`src/rtl/alu_issue_ctrl.sv`:
```
// -----------------------------------------------------------------------------
// alu_issue_ctrl
//
// Purpose:
//   Issue stage in front of the ALU. It turns the main-decoder op class
//   (and, for R-type ops, the funct field) into a registered 4-bit ALU
//   control code. It also tracks how long a multi-cycle MUL keeps the ALU
//   occupied, so upstream is held off until the multiplier frees up.
//
// Parameters:
//   MUL_LAT        total ALU occupancy of a MUL in cycles (1..15)
//
// Ports:
//   clk_i          single clock, rising edge
//   rst_i          synchronous active-high reset
//   valid_i        upstream presents an op this cycle
//   ALUOp_i[2:0]   main-decoder op class
//   funct_i[5:0]   R-type funct field (only meaningful when ALUOp_i = 3'b010)
//   shamt_i[4:0]   instruction shift amount
//   stall_i        downstream stall, freezes all state
//   flush_i        squashes the issued op and any MUL occupancy
//   ready_o        combinational, op can be accepted this cycle
//   ctrl_o[3:0]    registered ALU control code
//   shamt_o[4:0]   registered shift amount (non-zero only for SRL)
//   valid_o        registered, ctrl_o/shamt_o carry a newly issued op
//   busy_o         registered, a MUL still occupies the ALU
//   unsupported_o  registered, issued op had an undefined funct
// -----------------------------------------------------------------------------
module alu_issue_ctrl #(
    parameter int MUL_LAT = 3
) (
    input  logic       clk_i,
    input  logic       rst_i,
    input  logic       valid_i,
    input  logic [2:0] ALUOp_i,
    input  logic [5:0] funct_i,
    input  logic [4:0] shamt_i,
    input  logic       stall_i,
    input  logic       flush_i,
    output logic       ready_o,
    output logic [3:0] ctrl_o,
    output logic [4:0] shamt_o,
    output logic       valid_o,
    output logic       busy_o,
    output logic       unsupported_o
);

    // ALU control codes
    localparam logic [3:0] C_AND  = 4'd0;
    localparam logic [3:0] C_OR   = 4'd1;
    localparam logic [3:0] C_ADD  = 4'd2;
    localparam logic [3:0] C_SRL  = 4'd3;
    localparam logic [3:0] C_SRLV = 4'd4;
    localparam logic [3:0] C_LUI  = 4'd5;
    localparam logic [3:0] C_SUB  = 4'd6;
    localparam logic [3:0] C_SLT  = 4'd7;
    localparam logic [3:0] C_BGEZ = 4'd8;
    localparam logic [3:0] C_MUL  = 4'd9;
    localparam logic [3:0] C_NOR  = 4'd12;
    localparam logic [3:0] C_UNDF = 4'hF;

    // Counter value loaded when a MUL issues: the issue cycle itself is the
    // first of the MUL_LAT occupied cycles, so MUL_LAT-1 busy cycles remain.
    localparam logic [3:0] MUL_LOAD = 4'(MUL_LAT - 1);

    typedef enum logic [0:0] {
        IDLE    = 1'b0,
        MULBUSY = 1'b1
    } state_t;

    typedef struct packed {
        logic [3:0] ctrl;
        logic       unsup;
        logic       is_mul;
        logic       is_srl;
    } dec_t;

    // Op-class / funct decode into the ALU control code plus side flags.
    function automatic dec_t decode_op(input logic [2:0] aluop,
                                       input logic [5:0] funct);
        dec_t d;
        d = '{ctrl: C_ADD, unsup: 1'b0, is_mul: 1'b0, is_srl: 1'b0};
        unique case (aluop)
            3'b000: d.ctrl = C_ADD;
            3'b001: d.ctrl = C_SUB;
            3'b011: d.ctrl = C_SLT;
            3'b100: d.ctrl = C_LUI;
            3'b101: d.ctrl = C_OR;
            3'b110: d.ctrl = C_BGEZ;
            3'b111: d.ctrl = C_AND;
            3'b010: begin
                case (funct)
                    6'h20:   d.ctrl = C_ADD;
                    6'h22:   d.ctrl = C_SUB;
                    6'h24:   d.ctrl = C_AND;
                    6'h25:   d.ctrl = C_OR;
                    6'h27:   d.ctrl = C_NOR;
                    6'h2A:   d.ctrl = C_SLT;
                    6'h02: begin
                        d.ctrl   = C_SRL;
                        d.is_srl = 1'b1;
                    end
                    6'h06:   d.ctrl = C_SRLV;
                    6'h18: begin
                        d.ctrl   = C_MUL;
                        d.is_mul = 1'b1;
                    end
                    // Undefined funct issues as a single-cycle op with a
                    // marker code so the ALU side can trap it.
                    default: begin
                        d.ctrl  = C_UNDF;
                        d.unsup = 1'b1;
                    end
                endcase
            end
            default: d.ctrl = C_ADD;
        endcase
        return d;
    endfunction

    state_t     state_q, state_d;
    logic [3:0] cnt_q,   cnt_d;
    logic [3:0] ctrl_q,  ctrl_d;
    logic [4:0] shamt_q, shamt_d;
    logic       valid_q, valid_d;
    logic       busy_q,  busy_d;
    logic       unsup_q, unsup_d;

    dec_t       dec;
    logic       accept;

    assign dec     = decode_op(ALUOp_i, funct_i);
    assign ready_o = ~busy_q & ~stall_i;
    assign accept  = valid_i & ready_o;

    // State register
    always_ff @(posedge clk_i) begin
        if (rst_i) begin
            state_q <= IDLE;
            cnt_q   <= 4'd0;
            ctrl_q  <= 4'd0;
            shamt_q <= 5'd0;
            valid_q <= 1'b0;
            busy_q  <= 1'b0;
            unsup_q <= 1'b0;
        end else begin
            state_q <= state_d;
            cnt_q   <= cnt_d;
            ctrl_q  <= ctrl_d;
            shamt_q <= shamt_d;
            valid_q <= valid_d;
            busy_q  <= busy_d;
            unsup_q <= unsup_d;
        end
    end

    // Next-state logic: flush > stall > accept > idle
    always_comb begin
        state_d = state_q;
        cnt_d   = cnt_q;
        ctrl_d  = ctrl_q;
        shamt_d = shamt_q;
        unsup_d = unsup_q;
        valid_d = 1'b0;
        busy_d  = busy_q;

        if (flush_i) begin
            state_d = IDLE;
            cnt_d   = 4'd0;
            ctrl_d  = 4'd0;
            shamt_d = 5'd0;
            unsup_d = 1'b0;
            busy_d  = 1'b0;
        end else if (stall_i) begin
            // Everything freezes, including a pending valid_o pulse.
            valid_d = valid_q;
        end else begin
            if (accept) begin
                ctrl_d  = dec.ctrl;
                shamt_d = dec.is_srl ? shamt_i : 5'd0;
                unsup_d = dec.unsup;
                valid_d = 1'b1;
                // MUL_LAT=1 gives a zero load: the MUL behaves like any
                // single-cycle op and the FSM never leaves IDLE.
                if (dec.is_mul && (MUL_LOAD != 4'd0)) begin
                    cnt_d   = MUL_LOAD;
                    state_d = MULBUSY;
                end
            end else if (state_q == MULBUSY) begin
                cnt_d = cnt_q - 4'd1;
                if (cnt_q == 4'd1) begin
                    state_d = IDLE;
                end
            end
            // busy follows the counter it will hold after this edge, so the
            // register reads exactly (cnt != 0).
            busy_d = (cnt_d != 4'd0);
        end
    end

    assign ctrl_o        = ctrl_q;
    assign shamt_o       = shamt_q;
    assign valid_o       = valid_q;
    assign busy_o        = busy_q;
    assign unsupported_o = unsup_q;

endmodule

```
`config.mk`:
```
export PLATFORM = sky130hd
export DESIGN_NAME = alu_issue_ctrl
export DESIGN_NICKNAME = d
export VERILOG_FILES = /design/src/rtl/alu_issue_ctrl.sv
export SDC_FILE = /design/constraint.sdc
export NUM_CORES = 1
export LEC_CHECK = 0
export CAP_MARGIN = 0
export CORE_AREA = 2 2 55 57
export DETAILED_ROUTE_END_ITERATION = 16
export DIE_AREA = 0 0 57 59
export GPL_TIMING_DRIVEN = 0
export PLACE_DENSITY_LB_ADDON = 0.15
export SYNTH_ARGS = -nofsm -noshare
export SYNTH_HDL_FRONTEND = slang
export SYNTH_SLANG_ARGS = --single-unit
```
`constraint.sdc`:
```
create_clock -name clk_i -period 1.6 [get_ports clk_i]
set_input_delay 0.16 -clock clk_i [delete_from_list [all_inputs] [get_ports clk_i]]
set_output_delay 0.16 -clock clk_i [all_outputs]
set_load 0.02 [all_outputs]
```
# Word-level counts from Yosys, hierarchy flattened
# Index checks and enable logic that the tools add are counted.
dict set report op_classes {
  addsub 1
  n_eq_ne 18
  n_mux 17
  n_bitwise 4
  n_reduce_logical 6
}
# op count
set op_table {}
lappend op_table {{6-bit equality test, second input constant} 6}
lappend op_table {{4-bit one-hot mux with 9 select lines} 1}
lappend op_table {{4-bit one-hot mux with 8 select lines} 1}
lappend op_table {{4-bit 2-to-1 mux} 5}
lappend op_table {{3-bit equality test, second input constant} 4}
lappend op_table {{9-bit OR reduction} 1}
lappend op_table {{1-bit 2-to-1 mux} 8}
lappend op_table {{3-bit by 2-bit equality test with 1-bit output, second input constant} 2}
lappend op_table {{6-bit by 2-bit equality test with 1-bit output, second input constant} 1}
lappend op_table {{6-bit by 3-bit equality test with 1-bit output, second input constant} 1}
lappend op_table {{6-bit by 5-bit equality test with 1-bit output, second input constant} 1}
lappend op_table {{5-bit 2-to-1 mux} 1}
lappend op_table {{4-bit by 1-bit equality test with 1-bit output, second input constant} 1}
lappend op_table {{2-bit AND reduction} 2}
lappend op_table {{4-bit nonzero test} 1}
lappend op_table {{4-bit by 1-bit subtractor with 4-bit output, second input constant} 1}
lappend op_table {{3-bit by 1-bit equality test with 1-bit output, second input constant} 1}
lappend op_table {{3-bit logical NOT} 1}
lappend op_table {{3-bit 2-to-1 mux} 1}
lappend op_table {{1-bit bitwise AND} 2}
lappend op_table {{2-bit inequality test, second input constant} 1}
lappend op_table {{1-bit NOT} 2}
lappend op_table {{2-bit OR reduction} 1}
dict set report totals {
  ff_bits 17
  out_inout_bits 13
  word_cells 53
}

# Longest topological paths before layout
# Gate-level depths: netlist of run 1.
dict set report logic_depth {
  depth_word 9
  ltp_mapped 7
}

# Least setup slack after synthesis of run 1
# Ideal clock, no wire load.
dict set report synth_path {
  kind {reg2reg}
  start {register busy_q (netlist: busy_o)}
  end {register busy_q (netlist: busy_o)}
  setup_time_ns 0.127
  t_arrival_ns 1.508
  required_time_ns 1.473
  slack_ns -0.035
  path_stages_with_launch 6
  period_less_slack_ns 1.635
  path_cell_list {dfxtp_1 -> or3b_1 -> buf_6 -> or4_1 -> o21ai_1 -> a31oi_1}
}
dict set report synth_via {
  elab_chain_cells 7
}
# item line_no
set synth_lines {}
lappend synth_lines {{start: declaration} 126} ;# logic busy_q, busy_d;
lappend synth_lines {{start signal: assignment} 152} ;# busy_q <= busy_d;
lappend synth_lines {{1-bit NOT} 133} ;# assign ready_o = ~busy_q & ~stall_i;
lappend synth_lines {{1-bit bitwise AND} 133}
lappend synth_lines {{1-bit bitwise AND} 134} ;# assign accept = valid_i & ready_o;
lappend synth_lines {{4-bit 2-to-1 mux} 178} ;# if (accept) begin
lappend synth_lines {{4-bit 2-to-1 mux} 174} ;# end else if (stall_i) begin
lappend synth_lines {{4-bit 2-to-1 mux} 167} ;# if (flush_i) begin
lappend synth_lines {{4-bit nonzero test} 197} ;# busy_d = (cnt_d != 4'd0);
# Every way passes these cells. The select of a mux whose other input is x is not followed.
# A chain may end at the register's enable or synchronous reset.

# Worst setup path after layout of run 1
dict set report layout_path {
  start {input ALUOp_i[0]}
  end {register busy_q (netlist: busy_o)}
}
dict set report layout_via {
  elab_chain_cells 7
}
# item line_no
set layout_lines {}
lappend layout_lines {{start: declaration} 35} ;# input logic [2:0] ALUOp_i,
lappend layout_lines {{3-bit by 2-bit equality test with 1-bit output} 83} ;# unique case (aluop)
lappend layout_lines {{3-bit 2-to-1 mux} 83}
lappend layout_lines {{4-bit 2-to-1 mux} 185} ;# if (dec.is_mul && (MUL_LOAD != 4'd0)) begin
lappend layout_lines {{4-bit 2-to-1 mux} 178}
lappend layout_lines {{4-bit 2-to-1 mux} 174}
lappend layout_lines {{4-bit 2-to-1 mux} 167}
lappend layout_lines {{4-bit nonzero test} 197}
# Every way passes these cells. The select of a mux whose other input is x is not followed.

==> flow_summary.toml, run 1 <==
[place]
io_buffer_count = 27
place_congestion = 0.8270
place_area_um2 = 1405
placed_cells = 196
dp_hpwl_um = 2039

[power]
peakVddDrop_uv = 589.9
power.leakage_uw = 0.0005773
power_uw = 895.3
powerDensity_nw_per_um2 = 584.1

[critical_path]
r2r_start = "busy_o"
path_class = "input pin to register"
cp-start-kind = "input pin"
crit_start = "ALUOp_i[0]"
r2r_end = "busy_o"
worstPathMaxFanout = 5
cp.required_ns = 1.79
worst_setup_path_end_kind = "register"
cp_data_arrival_time_ns = 1.77
worst_r2r_path_depth = 4
r2r_slack_ns = 0.07

[floorplan]
core_um2 = 2710
die_h_um = 59
dieArea_um2 = 3363
ios = 32
rows = 19
initial_core_util_pct = 40.40
die_w_um = 57

[synth]
ys_types = 43
synth-simple-area-share_pct = 31.89
synth_top_area_cell = "dfxtp_1"
syn_inst = 138
syn-mean-instance-area_um2 = 7.933
synth_top_cell_area_share_pct = 31.09
synth_top_family_by_area = "simple AND/OR/NAND/NOR gates"
synth_area_leaders = "dfxtp_1 (31%), nor2_1 (6.5%), o21ai_0 (5.0%)"
syn_nets = 159
synth.most_common_cell = "nor2_1"
seq_area_frac_synth_pct = 31.09
synth_compound_area_share_pct = 26.40
synth-edff-count = 0
ys_warn_count = 0
ys.flop_type = "dfxtp_1"
synth_fa_ha_area_share_pct = 2.286
async_flop_share_pct = 0
muxShareOfSynthArea_pct = 0
yosys.area_share.xor_xnor_pct = 1.600
ys_seq_elements = 17
synthTopCellsByCount = "nor2_1 (19), dfxtp_1 (17), o21ai_0 (11), nand2_1 (10), a21oi_1 (7)"
syn_area_um2 = 1095

[worst_hold_path]
worstHoldPathCells = 3
worstHoldPathType = "input pin to register"
hp-start = "stall_i"
worstHoldEndpoint = "valid_o"

[timing]
finalSetupViolations = 0
fin_setup_tns_ns = 0
fmax_ghz = 0.6352
fin_worst_skew_ns = 0.002968
slew_viol_final = 0
tightest_slew_ns = 0.4971
fin_crit_sh_pct = 98.39
period_minus_slack_ns = 1.574
rsz0062_at_grt = "true"
hold_violations = 0
slew_headroom_pct = 66.86

[grt]
grt_overflow = 0
antenna_found_initial = 0
grt_pass1_vias = 1035
grt_max_degree = 11
track_usage_pct = 17.86
grt_pass1_wl_um = 4692

[route]
ant_nets = 0
routedWlPerCell_um = 14.40
viasPerCell = 5.560
dr_total_vias = 1151
drt-initial-drc-count = 22
drc_errors = 0
drt_first_pass_iters = 4
drt_wl_total_um = 2980

[clock_network]
clk_path_buf_depth = 2
cts.sinks = 17
htree_num_levels = 1
clk_pin_slew_ns = 0.11
clockRootBuffer = "clkbuf_4"
clkLatencyLatePin_ns = 0.30
cts_tree = "yes"
cts_buffers = 3

[finish]
drive_gt1_share_pct = 18.18
fin_cells = 207
final_area_um2 = 1533
nFillCells = 261
n_antenna_cell = 0
syn2layout_area_growth_pct = 40.00
fin_nets = 198

[run_status]
status = "completed"

[flow_run]
maxCapViolations = 0
worst max path at each step:
stage / depth (start not counted) / to / slack, ns
finish: 7 / busy_o / 0.03
global route: 7 / busy_o / -0.03
CTS: 5 / busy_o / -0.04
detailed placement: 6 / busy_o / -0.58
global placement: 6 / busy_o / -0.53
floorplan: 5 / busy_o / 0.01
per-layer routing:
| layer | vias to the layer above | part of all wire, % | track usage (%) |
|---|---|---|---|
| met1 | 536 | 45 | 21.97 |
| met4 | 0 | 1.7 | 5.980 |
| met2 | 29 | 48 | 30.38 |
| met3 | 7 | 5.1 | 4.803 |
| met5 | - | 0 | 0 |
| li1 | 579 | - | - |
what timing repair did:
item / 4_1_cts / 5_1_grt
pin swaps: 2 / 7
endpoints found under the setup margin: 13 / 11
setup buffers: 2 / 6
gates cloned: 0 / 0
hold endpoints to repair: 0 / 0
gates resized for setup: 6 / 14
hold buffers: 0 / 0
worst max-delay path, stage by stage:
cell	delay, ns
clkdlybuf4s50_1	0.56
nand2b_4	0.18
nor4_4	0.06
buf_4	0.16
or4_4	0.48
o21ai_2	0.08
a31oi_1	0.09
where the power goes:
| group | switching, uW | internal [uW] | total, uW |
|---|---|---|---|
| logic | 105 | 102 | 207 |
| clock network | 158 | 93.2 | 251 |
| registers | 7.36 | 430 | 437 |
area by class of cell:
type                       instances  area (um2)  area share, %
multi-input combinational        108       724.4          47.27
timing repair buffer              35       332.8          21.71
buffer                             7       46.29          3.020
clock inverter                     1       5.005         0.3265
inverter                           5       18.77          1.224
sequential                        17       344.1          22.45
tap                               31       38.79          2.531
clock buffer                       3       22.52          1.469
cells by family (layout without fill, tap and decap cells):
| family | after synthesis | after routing |
|---|---|---|
| compound gates | 44 | 44 |
| xor+xnor | 2 | 2 |
| fa+ha+maj | 2 | 2 |
| buf+inv | 13 | 51 |
| flops | 17 | 17 |
| simple gates | 60 | 60 |
registers in the layout, summed over array words and instances (netlist names):
| register | count |
|---|---|
| busy_o | 1 |
| cnt_q | 4 |
| ctrl_o | 4 |
| shamt_o | 5 |
| state_q | 1 |
| unsupported_o | 1 |
| valid_o | 1 |
per-stage QoR:
step / utilization [%] / hold WS [ns] / worst slack, ns
2_1_floorplan: - / 0.2651 / 0.01164
3_3_place_gp: 51.85 / 0.4350 / -0.5260
3_5_place_dp: 51.85 / 0.4397 / -0.5783
4_1_cts: 53.83 / 0.1108 / -0.03999
5_1_grt: 56.56 / 0.1186 / -0.03497
6_report: 56.56 / 0.1192 / 0.02579
cells in the final DEF, fill, tap and decap left out, drive strengths merged, types with 2 or more instances in the layout:
| cell type | Yosys | layout |
|---|---|---|
| nand3 | 2 | 2 |
| nor2b | 3 | 3 |
| nor4 | 3 | 3 |
| nor2 | 19 | 19 |
| nand3b | 2 | 2 |
| xor2 | 2 | 2 |
| clkdlybuf4s50 | 0 | 23 |
| nand2b | 5 | 5 |
| a21oi | 7 | 7 |
| nor3b | 2 | 2 |
| o21ai | 13 | 13 |
| dlygate4sd2 | 0 | 2 |
| clkbuf | 3 | 6 |
| a31oi | 4 | 4 |
| dfxtp | 17 | 17 |
| a211oi | 3 | 3 |
| or3b | 3 | 3 |
| a22oi | 6 | 6 |
| nand2 | 10 | 10 |
| inv | 5 | 5 |
| ha | 2 | 2 |
| dlymetal6s2s | 0 | 2 |
| buf | 5 | 12 |
| o21bai | 3 | 3 |
| nor3 | 5 | 5 |
(Power assumes the default switching activity.)
==> run 2: changes to the inputs <==
--- a/config.mk
+++ b/config.mk
@@ -7,6 +7,7 @@
 export LEC_CHECK = 0
 export CAP_MARGIN = 0
 export CORE_AREA = 2 2 55 57
+export CTS_CLUSTER_SIZE = 30
 export DETAILED_ROUTE_END_ITERATION = 16
 export DIE_AREA = 0 0 57 59
 export GPL_TIMING_DRIVEN = 0
==> results of run 2 <==
Same layout as run 1: the final DEF is identical, and so are final timing and power.
==> run 3: changes to the inputs <==
--- a/config.mk
+++ b/config.mk
@@ -6,10 +6,10 @@
 export NUM_CORES = 1
 export LEC_CHECK = 0
 export CAP_MARGIN = 0
-export CORE_AREA = 2 2 55 57
+export CORE_AREA = 2 2 53 55
 export CTS_CLUSTER_SIZE = 30
 export DETAILED_ROUTE_END_ITERATION = 16
-export DIE_AREA = 0 0 57 59
+export DIE_AREA = 0 0 55 57
 export GPL_TIMING_DRIVEN = 0
 export PLACE_DENSITY_LB_ADDON = 0.15
 export SYNTH_ARGS = -nofsm -noshare
==> constraint.sdc (replaced) <==
create_clock -name clk_i -period 2 [get_ports clk_i]
set_input_delay 0.2 -clock clk_i [delete_from_list [all_inputs] [get_ports clk_i]]
set_output_delay 0.2 -clock clk_i [all_outputs]
set_load 0.02 [all_outputs]
==> run 3 against run 2 <==
- global-route usage grew 0.17 points
- total power decreased by 24%
- count of clock-buffer cells in the layout is the same
- cell count down 3.4%
- hold slack better by 0.057 ns
- sequential power down 20%
- core utilization fell by 1.7 points
- die area decreased by 6.8%
- first-iteration DRC count up 45%
- sequential share of layout area grew 1.3 points
- wire length fell by 14%
- final area fell by 6.4%
==> flow_summary.toml, run 3 (synthesized netlist as in run 1, its figures left out) <==
[run_status]
status = "completed"

[finish]
largest_reg_flops = 5
n_antenna_cell = 0
drive_gt1_share_pct = 10.65
layout_commonest_cell = "clkdlybuf4s50_1"
fin_nets = 191
final_area_um2 = 1434
register_area_um2 = 340.3
syn2layout_area_growth_pct = 30.97
multi_input_area_um2 = 680.7
nFillCells = 250
final_cell_mix = "clkdlybuf4s50_1 (26), nor2_1 (19), dfxtp_1 (17), o21ai_0 (11), nand2_1 (10)"

[critical_path]
r2r_start = "state_q"
cp_cell_sequence = "clkdlybuf4s50_1 > nand3b_1 > nor4_4 > o21ai_1 > a211oi_2 > a31oi_1"
slowest_delay_ns = 0.50
r2r_end = "cnt_q[3]"
cp.required_ns = 2.18
cp_data_arrival_time_ns = 1.91
cp-start-kind = "input pin"
crit_start = "funct_i[1]"
worstPathBufferInverterCount = 1
path_class = "input pin to register"
worst_r2r_path_depth = 6
worst_setup_path_end_kind = "register"
worstPathMaxFanout = 7
crit_family = "simple AND/OR/NAND/NOR gates"
critPathSlowestCell = "clkdlybuf4s50_1"
r2r_slack_ns = 0.32

[place]
place_congestion = 0.7657
io_buffer_count = 27
place_area_um2 = 1404
dp_hpwl_um = 1935

[floorplan]
rows = 19
dieArea_um2 = 3135
core_um2 = 2615
die_w_um = 55
initial_core_util_pct = 41.87
ios = 32
die_h_um = 57

[power]
powerDensity_nw_per_um2 = 473.0
peakVddDrop_uv = 377.4
power.leakage_uw = 0.0005015

[timing]
rsz0062_at_grt = "false"
worst_hold_slack_ns = 0.1767
hold_violations = 0
finalSetupViolations = 0
fmax_ghz = 0.5762
tightest_slew_ns = 0.6254
slew_headroom_pct = 58.12
fin_worst_skew_ns = 0.001555
fin_setup_tns_ns = 0
slew_viol_final = 0
period_minus_slack_ns = 1.736
fin_crit_sh_pct = 86.78

[flow_run]
maxCapViolations = 0

[clock_network]
cts_setup_buffers = 0
cts_buffers = 3
cts.sinks = 17
clkLatencyLatePin_ns = 0.29
clockRootBuffer = "clkbuf_4"
clk_pin_slew_ns = 0.10
cts_tree = "yes"
clk_path_buf_depth = 2
htree_num_levels = 1

[route]
drt_first_pass_iters = 4
drt-initial-drc-count = 32
viasPerCell = 5.535
ant_nets = 0
drt_wl_total_um = 2559
dr_total_vias = 1107
top_layer = "met4"
route.met2.wl_um = 1197
drc_errors = 0
drt-met1-wl_um = 1202
routedWlPerCell_um = 12.80
dr_wl_met3_um = 122

[grt]
grt_overflow = 0
grt_pass1_vias = 988
track_usage_pct = 18.03
grt_pass1_wl_um = 4264
antenna_found_initial = 0
grt_max_degree = 11

[worst_hold_path]
hp-start = "stall_i"
worstHoldPathType = "input pin to register"
worstHoldEndpoint = "valid_o"
worstHoldPathCells = 3
## run 3: worst max-delay path by stage
stage / endpoint / cells past startpoint / slack, ns
finish: busy_o / 6 / 0.26
floorplan: busy_o / 5 / 0.37
global route: cnt_q[1] / 5 / 0.13
CTS: busy_o / 6 / 0.12
global placement: busy_o / 6 / -0.16
detailed placement: busy_o / 6 / -0.19
## run 3: metal layers
metal / vias up / global-route usage, %
li1: 568 / -
met1: 509 / 24.01
met2: 26 / 28.40
met3: 4 / 4.712
met4: 0 / 5.226
met5: - / 0
## run 3: timing repair
| item | in CTS | in global routing |
|---|---|---|
| hold buffers | 0 | 0 |
| resized for setup | 0 | 1 |
| endpoints found under the setup margin | 0 | 1 |
## run 3: final cells by class
class	count	area share [%]
plain buffers	8	3.839
clock buffers	3	1.571
clock inverters	1	0.3490
inverters	5	1.309
multi-input cells	108	47.47
flip-flops and latches	17	23.73
well taps	31	2.705
repair buffers	27	19.02
## run 3: worst reg2reg max path, stage by stage (launching register included)
cell	delay, ns
dfxtp_1	0.31
buf_2	0.17
or4b_2	0.61
nand2_1	0.08
o21ai_0	0.07
a21oi_1	0.21
a211oi_1	0.10
## run 3: report_power, final
| group | total, uW | switching (uW) | internal, uW | leakage (uW) |
|---|---|---|---|---|
| Sequential | 349 | 5.22 | 344 | 0.000138 |
| Combinational | 146 | 75.2 | 71.1 | 0.000346 |
| Clock | 182 | 108 | 74.4 | 0.0000177 |
| Total | 678 | 189 | 490 | 0.000501 |
## run 3: per-stage QoR
step                total power [uW]  instances  util [%]  setup slack [ns]
floorplan                      439.9        138         -            0.3652
global placement               499.9        196     53.68           -0.1580
detailed placement             503.2        196     53.68           -0.1863
CTS                            687.5        200     54.74            0.1223
global route                   719.6        200     54.83            0.1329
finish                         678.3        200     54.83            0.2645
